<file path="src/rtl/fifo_pkg.sv">
`default_nettype none
// +----------------------------------------------------------------------+
// | Module   : fifo_pkg                                                  |
// | Purpose  : Shared constants and helpers for the fifo_sync_fwft slice |
// |            (read-mode encodings, depth helper).                      |
// | Ports    : none (package)                                            |
// | Revision : 1.0  initial release                                      |
// +----------------------------------------------------------------------+
package fifo_pkg;

  // Read-mode selector values for the FWFT parameter of fifo_sync_fwft.
  localparam int FIFO_MODE_STD  = 0;
  localparam int FIFO_MODE_FWFT = 1;

  // Number of words held by a FIFO with the given address width.
  function automatic int fifo_depth(input int addr_width);
    return 1 << addr_width;
  endfunction

endpackage
`default_nettype wire

</file>
<file path="src/rtl/fifo_sync_fwft_if.sv">
`default_nettype none
// +----------------------------------------------------------------------+
// | Module   : fifo_sync_fwft_if                                         |
// | Purpose  : Bundles the write, read, threshold and status signals of  |
// |            fifo_sync_fwft.                                           |
// | Modports : master - producer/consumer side (drives requests)         |
// |            slave  - FIFO side (drives data out and status)           |
// | Signals  : flush, err_clr, wr_data/wr_en, rd_en, af/ae_thresh (in to |
// |            FIFO); full, almost_full, rd_data, rd_valid, empty,       |
// |            almost_empty, fifo_count, overflow, underflow (out)       |
// | Revision : 1.0  initial release                                      |
// +----------------------------------------------------------------------+
interface fifo_sync_fwft_if #(
  parameter int DATA_WIDTH = 16,
  parameter int ADDR_WIDTH = 4
);

  logic                  flush;
  logic                  err_clr;
  logic [DATA_WIDTH-1:0] wr_data;
  logic                  wr_en;
  logic                  full;
  logic                  almost_full;
  logic                  rd_en;
  logic [DATA_WIDTH-1:0] rd_data;
  logic                  rd_valid;
  logic                  empty;
  logic                  almost_empty;
  logic [ADDR_WIDTH:0]   af_thresh;
  logic [ADDR_WIDTH:0]   ae_thresh;
  logic [ADDR_WIDTH:0]   fifo_count;
  logic                  overflow;
  logic                  underflow;

  modport master (
    output flush, err_clr, wr_data, wr_en, rd_en, af_thresh, ae_thresh,
    input  full, almost_full, rd_data, rd_valid, empty, almost_empty,
           fifo_count, overflow, underflow
  );

  modport slave (
    input  flush, err_clr, wr_data, wr_en, rd_en, af_thresh, ae_thresh,
    output full, almost_full, rd_data, rd_valid, empty, almost_empty,
           fifo_count, overflow, underflow
  );

endinterface
`default_nettype wire

</file>
<file path="src/rtl/fifo_ram.sv">
`default_nettype none
// +----------------------------------------------------------------------+
// | Module   : fifo_ram                                                  |
// | Purpose  : Simple dual-port storage, synchronous read-first read     |
// |            port, written to infer block RAM. Contents not reset.     |
// | Ports    : clk            - clock                                    |
// |            wr_addr/wr_data/wr_en - write port                        |
// |            rd_addr/rd_en  - read request, rd_data valid next cycle   |
// |            rd_data        - registered read word (holds when idle)   |
// | Revision : 1.0  initial release                                      |
// +----------------------------------------------------------------------+
module fifo_ram
  import fifo_pkg::*;
#(
  parameter int DATA_WIDTH = 16,
  parameter int ADDR_WIDTH = 4
) (
  input  logic                  clk,
  input  logic [ADDR_WIDTH-1:0] wr_addr,
  input  logic [DATA_WIDTH-1:0] wr_data,
  input  logic                  wr_en,
  input  logic                  rd_en,
  input  logic [ADDR_WIDTH-1:0] rd_addr,
  output logic [DATA_WIDTH-1:0] rd_data
);

  logic [DATA_WIDTH-1:0] r_mem [0:fifo_depth(ADDR_WIDTH)-1];

  // No reset on the array or the read register so the tools can map both
  // onto a block RAM and its output latch.
  always_ff @(posedge clk) begin
    if (wr_en) begin
      r_mem[wr_addr] <= wr_data;
    end
    if (rd_en) begin
      rd_data <= r_mem[rd_addr];
    end
  end

endmodule
`default_nettype wire

</file>
<file path="src/rtl/fifo_sync_fwft.sv">
`default_nettype none
// +----------------------------------------------------------------------+
// | Module   : fifo_sync_fwft                                            |
// | Purpose  : Single-clock FIFO with standard or first-word-fall-through|
// |            read mode, sticky overflow/underflow, synchronous flush   |
// |            and programmable almost-full/almost-empty thresholds.     |
// | Ports    : clk    - clock, rising edge                               |
// |            resetn - asynchronous active-low reset                    |
// |            bus    - fifo_sync_fwft_if.slave (data, handshake, status)|
// | Revision : 1.0  initial release                                      |
// +----------------------------------------------------------------------+
module fifo_sync_fwft
  import fifo_pkg::*;
#(
  parameter int DATA_WIDTH = 16,
  parameter int ADDR_WIDTH = 4,
  parameter int FWFT       = FIFO_MODE_STD
) (
  input  logic           clk,
  input  logic           resetn,
  fifo_sync_fwft_if.slave bus
);

  localparam logic [ADDR_WIDTH:0] c_DEPTH = (ADDR_WIDTH+1)'(fifo_depth(ADDR_WIDTH));
  localparam logic [ADDR_WIDTH:0] c_ONE   = {{ADDR_WIDTH{1'b0}}, 1'b1};

  // Pointers carry one extra wrap bit; the RAM uses the low bits only.
  logic [ADDR_WIDTH:0]   r_wr_ptr;
  logic [ADDR_WIDTH:0]   r_rd_ptr;
  logic [ADDR_WIDTH:0]   r_count;
  logic                  r_overflow;
  logic                  r_underflow;

  logic                  w_full;
  logic                  w_empty;
  logic                  w_wr_acc;   // write accepted this cycle
  logic                  w_pop;      // a word leaves the FIFO (count decrement)
  logic                  w_ram_rd;   // RAM read issued, read pointer advances
  logic                  w_ram_has;  // RAM holds words not yet read out
  logic                  w_ov_evt;
  logic                  w_un_evt;
  logic [DATA_WIDTH-1:0] w_ram_q;
  logic [DATA_WIDTH-1:0] w_rd_data;
  logic                  w_rd_valid;

  assign w_full    = (r_count == c_DEPTH);
  assign w_ram_has = (r_wr_ptr != r_rd_ptr);
  assign w_wr_acc  = bus.wr_en & ~w_full & ~bus.flush;
  assign w_ov_evt  = bus.wr_en & w_full & ~bus.flush;
  assign w_un_evt  = bus.rd_en & w_empty & ~bus.flush;

  fifo_ram #(
    .DATA_WIDTH (DATA_WIDTH),
    .ADDR_WIDTH (ADDR_WIDTH)
  ) u_ram (
    .clk     (clk),
    .wr_addr (r_wr_ptr[ADDR_WIDTH-1:0]),
    .wr_data (bus.wr_data),
    .wr_en   (w_wr_acc),
    .rd_en   (w_ram_rd),
    .rd_addr (r_rd_ptr[ADDR_WIDTH-1:0]),
    .rd_data (w_ram_q)
  );

  always_ff @(posedge clk or negedge resetn) begin
    if (!resetn) begin
      r_wr_ptr <= '0;
      r_rd_ptr <= '0;
      r_count  <= '0;
    end else if (bus.flush) begin
      r_wr_ptr <= '0;
      r_rd_ptr <= '0;
      r_count  <= '0;
    end else begin
      if (w_wr_acc) begin
        r_wr_ptr <= r_wr_ptr + c_ONE;
      end
      if (w_ram_rd) begin
        r_rd_ptr <= r_rd_ptr + c_ONE;
      end
      r_count <= r_count + {{ADDR_WIDTH{1'b0}}, w_wr_acc}
                         - {{ADDR_WIDTH{1'b0}}, w_pop};
    end
  end

  // Sticky error flags: a new event in the clear cycle wins over the clear.
  // Flush deliberately leaves them alone.
  always_ff @(posedge clk or negedge resetn) begin
    if (!resetn) begin
      r_overflow  <= 1'b0;
      r_underflow <= 1'b0;
    end else begin
      r_overflow  <= (r_overflow  & ~bus.err_clr) | w_ov_evt;
      r_underflow <= (r_underflow & ~bus.err_clr) | w_un_evt;
    end
  end

  if (FWFT == FIFO_MODE_FWFT) begin : g_fwft
    // Two-stage prefetch: RAM read register (r_ram_vld qualifies w_ram_q)
    // feeding the output register that is presented to the consumer.
    logic                  r_ram_vld;
    logic                  r_out_vld;
    logic [DATA_WIDTH-1:0] r_out_data;
    logic                  w_ram_take;

    assign w_pop      = bus.rd_en & r_out_vld & ~bus.flush;
    // The RAM stage moves forward whenever the output slot is free or
    // being vacated by a pop this cycle.
    assign w_ram_take = r_ram_vld & (~r_out_vld | w_pop);
    assign w_ram_rd   = w_ram_has & (~r_ram_vld | w_ram_take) & ~bus.flush;

    always_ff @(posedge clk or negedge resetn) begin
      if (!resetn) begin
        r_ram_vld  <= 1'b0;
        r_out_vld  <= 1'b0;
        r_out_data <= '0;
      end else if (bus.flush) begin
        r_ram_vld  <= 1'b0;
        r_out_vld  <= 1'b0;
      end else begin
        if (w_ram_rd) begin
          r_ram_vld <= 1'b1;
        end else if (w_ram_take) begin
          r_ram_vld <= 1'b0;
        end
        if (w_ram_take) begin
          r_out_vld  <= 1'b1;
          r_out_data <= w_ram_q;
        end else if (w_pop) begin
          r_out_vld  <= 1'b0;
        end
      end
    end

    assign w_empty    = ~r_out_vld;
    assign w_rd_valid = r_out_vld;
    assign w_rd_data  = r_out_data;
  end else begin : g_std
    // Standard mode reads straight from the RAM output register. That
    // register has no reset, so r_seen masks it to zero until the first
    // read after reset; afterwards it simply holds the last word read.
    logic r_valid;
    logic r_seen;

    assign w_empty  = ~w_ram_has;
    assign w_pop    = bus.rd_en & w_ram_has & ~bus.flush;
    assign w_ram_rd = w_pop;

    always_ff @(posedge clk or negedge resetn) begin
      if (!resetn) begin
        r_valid <= 1'b0;
        r_seen  <= 1'b0;
      end else begin
        r_valid <= w_pop;
        if (w_pop) begin
          r_seen <= 1'b1;
        end
      end
    end

    assign w_rd_valid = r_valid;
    assign w_rd_data  = r_seen ? w_ram_q : '0;
  end

  assign bus.full         = w_full;
  assign bus.empty        = w_empty;
  assign bus.almost_full  = (r_count >= bus.af_thresh);
  assign bus.almost_empty = (r_count <= bus.ae_thresh);
  assign bus.fifo_count   = r_count;
  assign bus.overflow     = r_overflow;
  assign bus.underflow    = r_underflow;
  assign bus.rd_valid     = w_rd_valid;
  assign bus.rd_data      = w_rd_data;

endmodule
`default_nettype wire

</file>
<file path="src/flat_wrapper.sv">
// flat-port wrapper written by rule: the top's interface ports become plain ports
module fifo_sync_fwft_flat import fifo_pkg::*;
#(
  parameter int DATA_WIDTH = 16,
  parameter int ADDR_WIDTH = 4,
  parameter int FWFT       = FIFO_MODE_STD
)
  (clk, resetn, bus_flush, bus_err_clr, bus_wr_data, bus_wr_en, bus_rd_en, bus_af_thresh, bus_ae_thresh, bus_full, bus_almost_full, bus_rd_data, bus_rd_valid, bus_empty, bus_almost_empty, bus_fifo_count, bus_overflow, bus_underflow);
  fifo_sync_fwft_if #(.DATA_WIDTH(DATA_WIDTH), .ADDR_WIDTH(ADDR_WIDTH)) bus_i ();
  input  logic clk;
  input  logic resetn;
  input wire logic [$bits(bus_i.flush)-1:0] bus_flush;
  input wire logic [$bits(bus_i.err_clr)-1:0] bus_err_clr;
  input wire logic [$bits(bus_i.wr_data)-1:0] bus_wr_data;
  input wire logic [$bits(bus_i.wr_en)-1:0] bus_wr_en;
  input wire logic [$bits(bus_i.rd_en)-1:0] bus_rd_en;
  input wire logic [$bits(bus_i.af_thresh)-1:0] bus_af_thresh;
  input wire logic [$bits(bus_i.ae_thresh)-1:0] bus_ae_thresh;
  output wire logic [$bits(bus_i.full)-1:0] bus_full;
  output wire logic [$bits(bus_i.almost_full)-1:0] bus_almost_full;
  output wire logic [$bits(bus_i.rd_data)-1:0] bus_rd_data;
  output wire logic [$bits(bus_i.rd_valid)-1:0] bus_rd_valid;
  output wire logic [$bits(bus_i.empty)-1:0] bus_empty;
  output wire logic [$bits(bus_i.almost_empty)-1:0] bus_almost_empty;
  output wire logic [$bits(bus_i.fifo_count)-1:0] bus_fifo_count;
  output wire logic [$bits(bus_i.overflow)-1:0] bus_overflow;
  output wire logic [$bits(bus_i.underflow)-1:0] bus_underflow;
  assign bus_i.flush = bus_flush;
  assign bus_i.err_clr = bus_err_clr;
  assign bus_i.wr_data = bus_wr_data;
  assign bus_i.wr_en = bus_wr_en;
  assign bus_i.rd_en = bus_rd_en;
  assign bus_i.af_thresh = bus_af_thresh;
  assign bus_i.ae_thresh = bus_ae_thresh;
  assign bus_full = bus_i.full;
  assign bus_almost_full = bus_i.almost_full;
  assign bus_rd_data = bus_i.rd_data;
  assign bus_rd_valid = bus_i.rd_valid;
  assign bus_empty = bus_i.empty;
  assign bus_almost_empty = bus_i.almost_empty;
  assign bus_fifo_count = bus_i.fifo_count;
  assign bus_overflow = bus_i.overflow;
  assign bus_underflow = bus_i.underflow;
  fifo_sync_fwft #(.DATA_WIDTH(DATA_WIDTH), .ADDR_WIDTH(ADDR_WIDTH), .FWFT(FWFT)) u_core (.clk(clk), .resetn(resetn), .bus(bus_i));
endmodule
</file>
<file path="config.mk">
export PLATFORM = sky130hd
export DESIGN_NAME = fifo_sync_fwft_flat
export DESIGN_NICKNAME = d
export VERILOG_FILES = /design/src/rtl/fifo_pkg.sv /design/src/rtl/fifo_sync_fwft_if.sv /design/src/rtl/fifo_ram.sv /design/src/rtl/fifo_sync_fwft.sv /design/src/flat_wrapper.sv
export SDC_FILE = /design/constraint.sdc
export NUM_CORES = 1
export LEC_CHECK = 0
export ABC_CLOCK_PERIOD_IN_PS = 4250
export BUFFER_PORTS_ARGS = -buffer_cell sky130_fd_sc_hd__buf_2
export CELL_PAD_IN_SITES_DETAIL_PLACEMENT = 1
export CELL_PAD_IN_SITES_GLOBAL_PLACEMENT = 1
export CORE_MARGIN = 2
export CORE_UTILIZATION = 40
export DETAILED_ROUTE_END_ITERATION = 8
export GPL_TIMING_DRIVEN = 0
export PLACE_DENSITY_LB_ADDON = 0.25
export SLEW_MARGIN = 20
export SYNTH_ARGS = -nofsm -noshare
export SYNTH_HDL_FRONTEND = slang
export SYNTH_SLANG_ARGS = --single-unit
</file>
<file path="constraint.sdc">
create_clock -name clk -period 4.25 [get_ports clk]
set_input_delay 0.2125 -clock clk [delete_from_list [all_inputs] [get_ports clk]]
set_output_delay 0.2125 -clock clk [all_outputs]
set_load 0.005 [all_outputs]
</file>
==> metrics.txt <==
# TYPE chip_impl_metric gauge
chip_impl_metric{name="max_stage_delay_on_crit_path",unit="ns"} 0.68
chip_impl_metric{name="wl_per_cell",unit="µm"} 25.5
chip_impl_info{name="critical_path_source_type",value="flip-flop"} 1
chip_impl_metric{name="antenna_cells_inserted",unit=""} 0
chip_impl_metric{name="placement_rows",unit=""} 62
chip_impl_metric{name="yosys.area.top_type_share",unit="%"} 70.0
chip_impl_metric{name="drt_pre_antenna_iters",unit=""} 4
chip_impl_metric{name="tritoncts_num_sinks",unit=""} 291
chip_impl_metric{name="via_count",unit=""} 5568
chip_impl_metric{name="drv_slew",unit=""} 0
chip_impl_metric{name="worst-endpoint-required",unit="ns"} 4.65
chip_impl_info{name="synth_largest_area_cell",value="edfxtp_1"} 1
chip_impl_info{name="critical_path.reg2reg.endpoint",value="u_core.bus.fifo_count[4]"} 1
chip_impl_info{name="cp_slowest_cell",value="clkbuf_1"} 1
chip_impl_metric{name="area_of_combinational_cells_with_multiple_inputs",unit="µm²"} 2800
chip_impl_metric{name="gr-usage-all-layers",unit="%"} 18.1
chip_impl_metric{name="maxClockFrequency",unit="MHz"} 261
chip_impl_metric{name="stdcell_area",unit="µm²"} 13500
chip_impl_metric{name="avgViaCountPerCell",unit=""} 5.28
chip_impl_metric{name="fill_cells",unit=""} 2677
chip_impl_metric{name="total_i_o_pin_count",unit=""} 60
chip_impl_metric{name="yosysSeqAreaShare",unit="%"} 74.0
chip_impl_metric{name="die_width",unit="µm"} 175
chip_impl_metric{name="ir_drop",unit="µV"} 332
chip_impl_info{name="crit_start",value="u_core.r_rd_ptr[3]"} 1
chip_impl_metric{name="r2r_slack",unit="ns"} 0.41
chip_impl_metric{name="postRouteWirelength",unit="µm"} 26900
chip_impl_metric{name="worstHoldPathCells",unit=""} 1
chip_impl_metric{name="flip_flop_and_latch_count_after_synthesis",unit=""} 291
chip_impl_info{name="timing.rr.start",value="u_core.r_rd_ptr[3]"} 1
chip_impl_metric{name="pre_cts_slack",unit="ns"} 0.273
chip_impl_metric{name="layout_setup_ws",unit="ns"} 0.412
chip_impl_info{name="crit_path_cell_chain",value="clkbuf_1, xor2_1, nor3_2, nand2_1, nand2_1, nor2_4, ha_1, inv_1, ha_1, inv_1, fa_1, inv_1, a21oi_1, nor2_1, or3_1, a21oi_1"} 1
chip_impl_metric{name="grt.overflow.total",unit=""} 0
chip_impl_metric{name="postSynthAreaPerCell",unit="µm²"} 21.1
chip_impl_metric{name="yosys_warnings",unit=""} 0
chip_impl_info{name="cp_most_frequent_cell",value="inv_1"} 1
chip_impl_metric{name="synth.net_count",unit=""} 607
chip_impl_metric{name="cts-buffers-inserted",unit=""} 29
chip_impl_metric{name="flow.area_growth_from_synthesis",unit="%"} 15.3
chip_impl_metric{name="cts_buffer_depth",unit=""} 3
chip_impl_info{name="tritoncts_clock_tree",value="done"} 1
chip_impl_metric{name="grt_antenna_before_repair",unit=""} 1
chip_impl_metric{name="post_synth_inst_count",unit=""} 553
chip_impl_metric{name="post_dp_hpwl",unit="µm"} 15900
chip_impl_metric{name="globalplace.congestion",unit=""} 0.791
chip_impl_metric{name="fin_nets",unit=""} 702
chip_impl_metric{name="dr.first_iter.drc_count",unit=""} 449
chip_impl_info{name="hold_class",value="primary input to flip-flop"} 1
chip_impl_metric{name="global_route_wire_length_before_repair",unit="µm"} 40000
chip_impl_metric{name="cts_htree_levels",unit=""} 1
chip_impl_metric{name="power.leakage",unit="µW"} 0.00448
chip_impl_info{name="clock-root-buffer",value="clkbuf_16"} 1
chip_impl_info{name="synth.top_cells.by_area",value="edfxtp_1 (70%), mux4_2 (15%), dfrtp_1 (4.1%)"} 1
chip_impl_metric{name="cts_resized",unit=""} 0
chip_impl_metric{name="tightestPinTransition",unit="ns"} 1.14
chip_impl_info{name="critical_path.endpoint_type",value="flip-flop"} 1
chip_impl_info{name="hold_path.startpoint",value="bus_wr_data[1]"} 1
chip_impl_metric{name="antenna_violating_nets_post_route",unit=""} 0
chip_impl_info{name="top_family_by_delay_on_critical_path",value="simple AND/OR/NAND/NOR gates"} 1
chip_impl_metric{name="endpoints_failing_hold",unit=""} 0
chip_impl_metric{name="fp.dieArea",unit="µm²"} 30600
chip_impl_info{name="worstSetupPathType",value="flip-flop to flip-flop"} 1
chip_impl_metric{name="worst-endpoint-arrival",unit="ns"} 4.24
chip_impl_metric{name="post-route-drc-count",unit=""} 0
chip_impl_metric{name="power_per_standard_cell_area",unit="nW/µm²"} 536
chip_impl_metric{name="clock_insertion_delay_worst_skew",unit="ns"} 0.55
chip_impl_metric{name="cp_num_buf_inv",unit=""} 4
chip_impl_metric{name="worst_path_clk_slew",unit="ns"} 0.06
chip_impl_metric{name="report.power.total",unit="µW"} 7220
chip_impl_metric{name="fp.dieH",unit="µm"} 175
chip_impl_metric{name="layout_min_cycle_time",unit="ns"} 3.84
chip_impl_metric{name="sequential_cell_area",unit="µm²"} 8640
chip_impl_metric{name="syn-cell-area",unit="µm²"} 11700
chip_impl_metric{name="maxCapViolCount",unit=""} 0
chip_impl_metric{name="first_global_vias",unit=""} 6205
chip_impl_metric{name="post_cts.repair.setup_buffers",unit=""} 0
chip_impl_metric{name="drive_above_1_share",unit="%"} 31.0
chip_impl_metric{name="setup_viol",unit=""} 0
chip_impl_metric{name="floorplan.initialDensity",unit="%"} 40.7
chip_impl_metric{name="post-route-period-util",unit="%"} 90.3
chip_impl_metric{name="stdcell_count",unit=""} 1054
chip_impl_metric{name="maximum_number_of_pins_on_one_net_before_global_route_repair",unit=""} 20
chip_impl_info{name="hold-path-endpoint",value="u_core.u_ram.r_mem[12][1]"} 1
chip_impl_metric{name="timing.max_slew.rel_slack",unit="%"} 23.9
chip_impl_metric{name="numPlacedInstances",unit=""} 996
chip_impl_metric{name="io_buffers",unit=""} 59
chip_impl_metric{name="core_area",unit="µm²"} 28700
chip_impl_metric{name="rr_worst_depth",unit=""} 16
chip_impl_info{name="status",value="completed"} 1
chip_impl_metric{name="timing.critical_path.fanout_max",unit=""} 18
chip_impl_metric{name="fin_skew",unit="ns"} 0.00977
chip_impl_info{name="unrepaired_setup_endpoints_after_global_routing",value="no"} 1
chip_impl_metric{name="synthDistinctLibCells",unit=""} 37
chip_impl_metric{name="placement.cell_area",unit="µm²"} 12500
[logic make-up after synthesis]
| group | synth area share [%] |
|---|---|
| AO/OA/AOI/OAI | 0.965 |
| XOR/XNOR | 1.20 |
| adder cells (fa/ha/maj) | 2.42 |
| buffers and inverters | 2.15 |
| flip-flops | 74.0 |
| multiplexers | 15.6 |
| AND/OR/NAND/NOR | 3.62 |
[layout by cell type, fill, tap and decap left out, types with 4 or more instances in the layout]
| cell | Yosys | routed |
|---|---|---|
| edfxtp_1 | 272 | 272 |
| mux4_2 | 80 | 80 |
| buf_2 | 6 | 65 |
| clkbuf_16 | 0 | 29 |
| inv_1 | 23 | 23 |
| and2_1 | 32 | 21 |
| ha_1 | 21 | 21 |
| dfrtp_1 | 19 | 19 |
| nor2_1 | 18 | 17 |
| clkbuf_1 | 12 | 16 |
| and2_2 | 0 | 11 |
| xor2_1 | 10 | 10 |
| a21oi_1 | 9 | 9 |
| clkinv_2 | 0 | 8 |
| xnor2_1 | 6 | 6 |
| clkinv_1 | 0 | 6 |
| nand2_1 | 5 | 5 |
| dlygate4sd3_1 | 0 | 5 |
| nand4_1 | 4 | 4 |
| bufinv_16 | 0 | 4 |
[synth_stat cells (all sizes together)]
cell type,n
and2,32
xnor2,6
mux2i,2
nand4,4
nand3b,1
a21o,1
or3,2
o32ai,1
inv,24
o21ai,3
nand2,5
o22ai,1
nor3,2
mux4,80
and4bb,1
dfrtp,19
clkbuf,12
nor2b,3
ha,21
fa,1
nand2b,3
a21oi,9
nand3,1
nor3b,2
and3,1
nor2,18
o21a,3
o21bai,1
xor2,10
buf,12
edfxtp,272
[power breakdown]
group | switching (µW) | internal (µW)
clock network | 1040 | 1490
registers | 66.3 | 3260
logic | 679 | 690
[cell type report]
| type | count | share of cell area, % |
|---|---|---|
| Tap cell | 384 | 3.57 |
| Sequential cell | 291 | 64.2 |
| Clock buffer | 33 | 5.50 |
| Inverter | 24 | 0.669 |
| Buffer | 24 | 1.20 |
| Clock inverter | 20 | 1.48 |
| Timing Repair Buffer | 64 | 2.57 |
| Multi-Input combinational cell | 214 | 20.8 |
[through the flow]
step / hold slack [ns] / util (%) / TNS [ns]
2_1_floorplan: -0.0831 / - / 0
3_3_place_gp: 0.169 / 43.4 / -1.88
3_5_place_dp: 0.181 / 43.4 / 0
4_1_cts: 0.0198 / 46.9 / 0
5_1_grt: 0.0298 / 46.9 / 0
6_report: 0.0386 / 46.9 / 0
[how the worst max path moves through the flow]
| stage | to | slack (ns) | depth (start not counted) |
|---|---|---|---|
| floorplan | u_core.bus.fifo_count[4] | 0.79 | 18 |
| global placement | u_core.bus.fifo_count[4] | -0.67 | 16 |
| detailed placement | u_core.bus.fifo_count[4] | 0.27 | 16 |
| CTS | u_core.bus.fifo_count[4] | 0.25 | 16 |
| global route | u_core.bus.fifo_count[4] | 0.005 | 16 |
| finish | u_core.bus.fifo_count[4] | 0.41 | 16 |
[sequential cells by signal, summed over array words and instances, names as in the netlist]
name and cells:
u_core.g_std.r_seen 1, u_core.bus.underflow 1, u_core.r_wr_ptr 5, u_core.u_ram.rd_data 16, u_core.bus.fifo_count 5, u_core.r_rd_ptr 5
u_core.bus.rd_valid 1, u_core.bus.overflow 1, u_core.u_ram.r_mem 256
[timing repair]
action | CTS | global route
hold endpoints to repair | 22 | 0
hold buffers | 5 | 0
setup endpoints to repair | 0 | 0
[per-layer routing]
metal,GRT usage (%),vias to the layer above,wire (µm)
met1,24.0,2901,10900
met3,3.07,52,1730
met2,30.8,190,13400
met5,0,-,11
met4,5.35,2,774
li1,-,2423,-
Power figures use the tool's default switching activity.
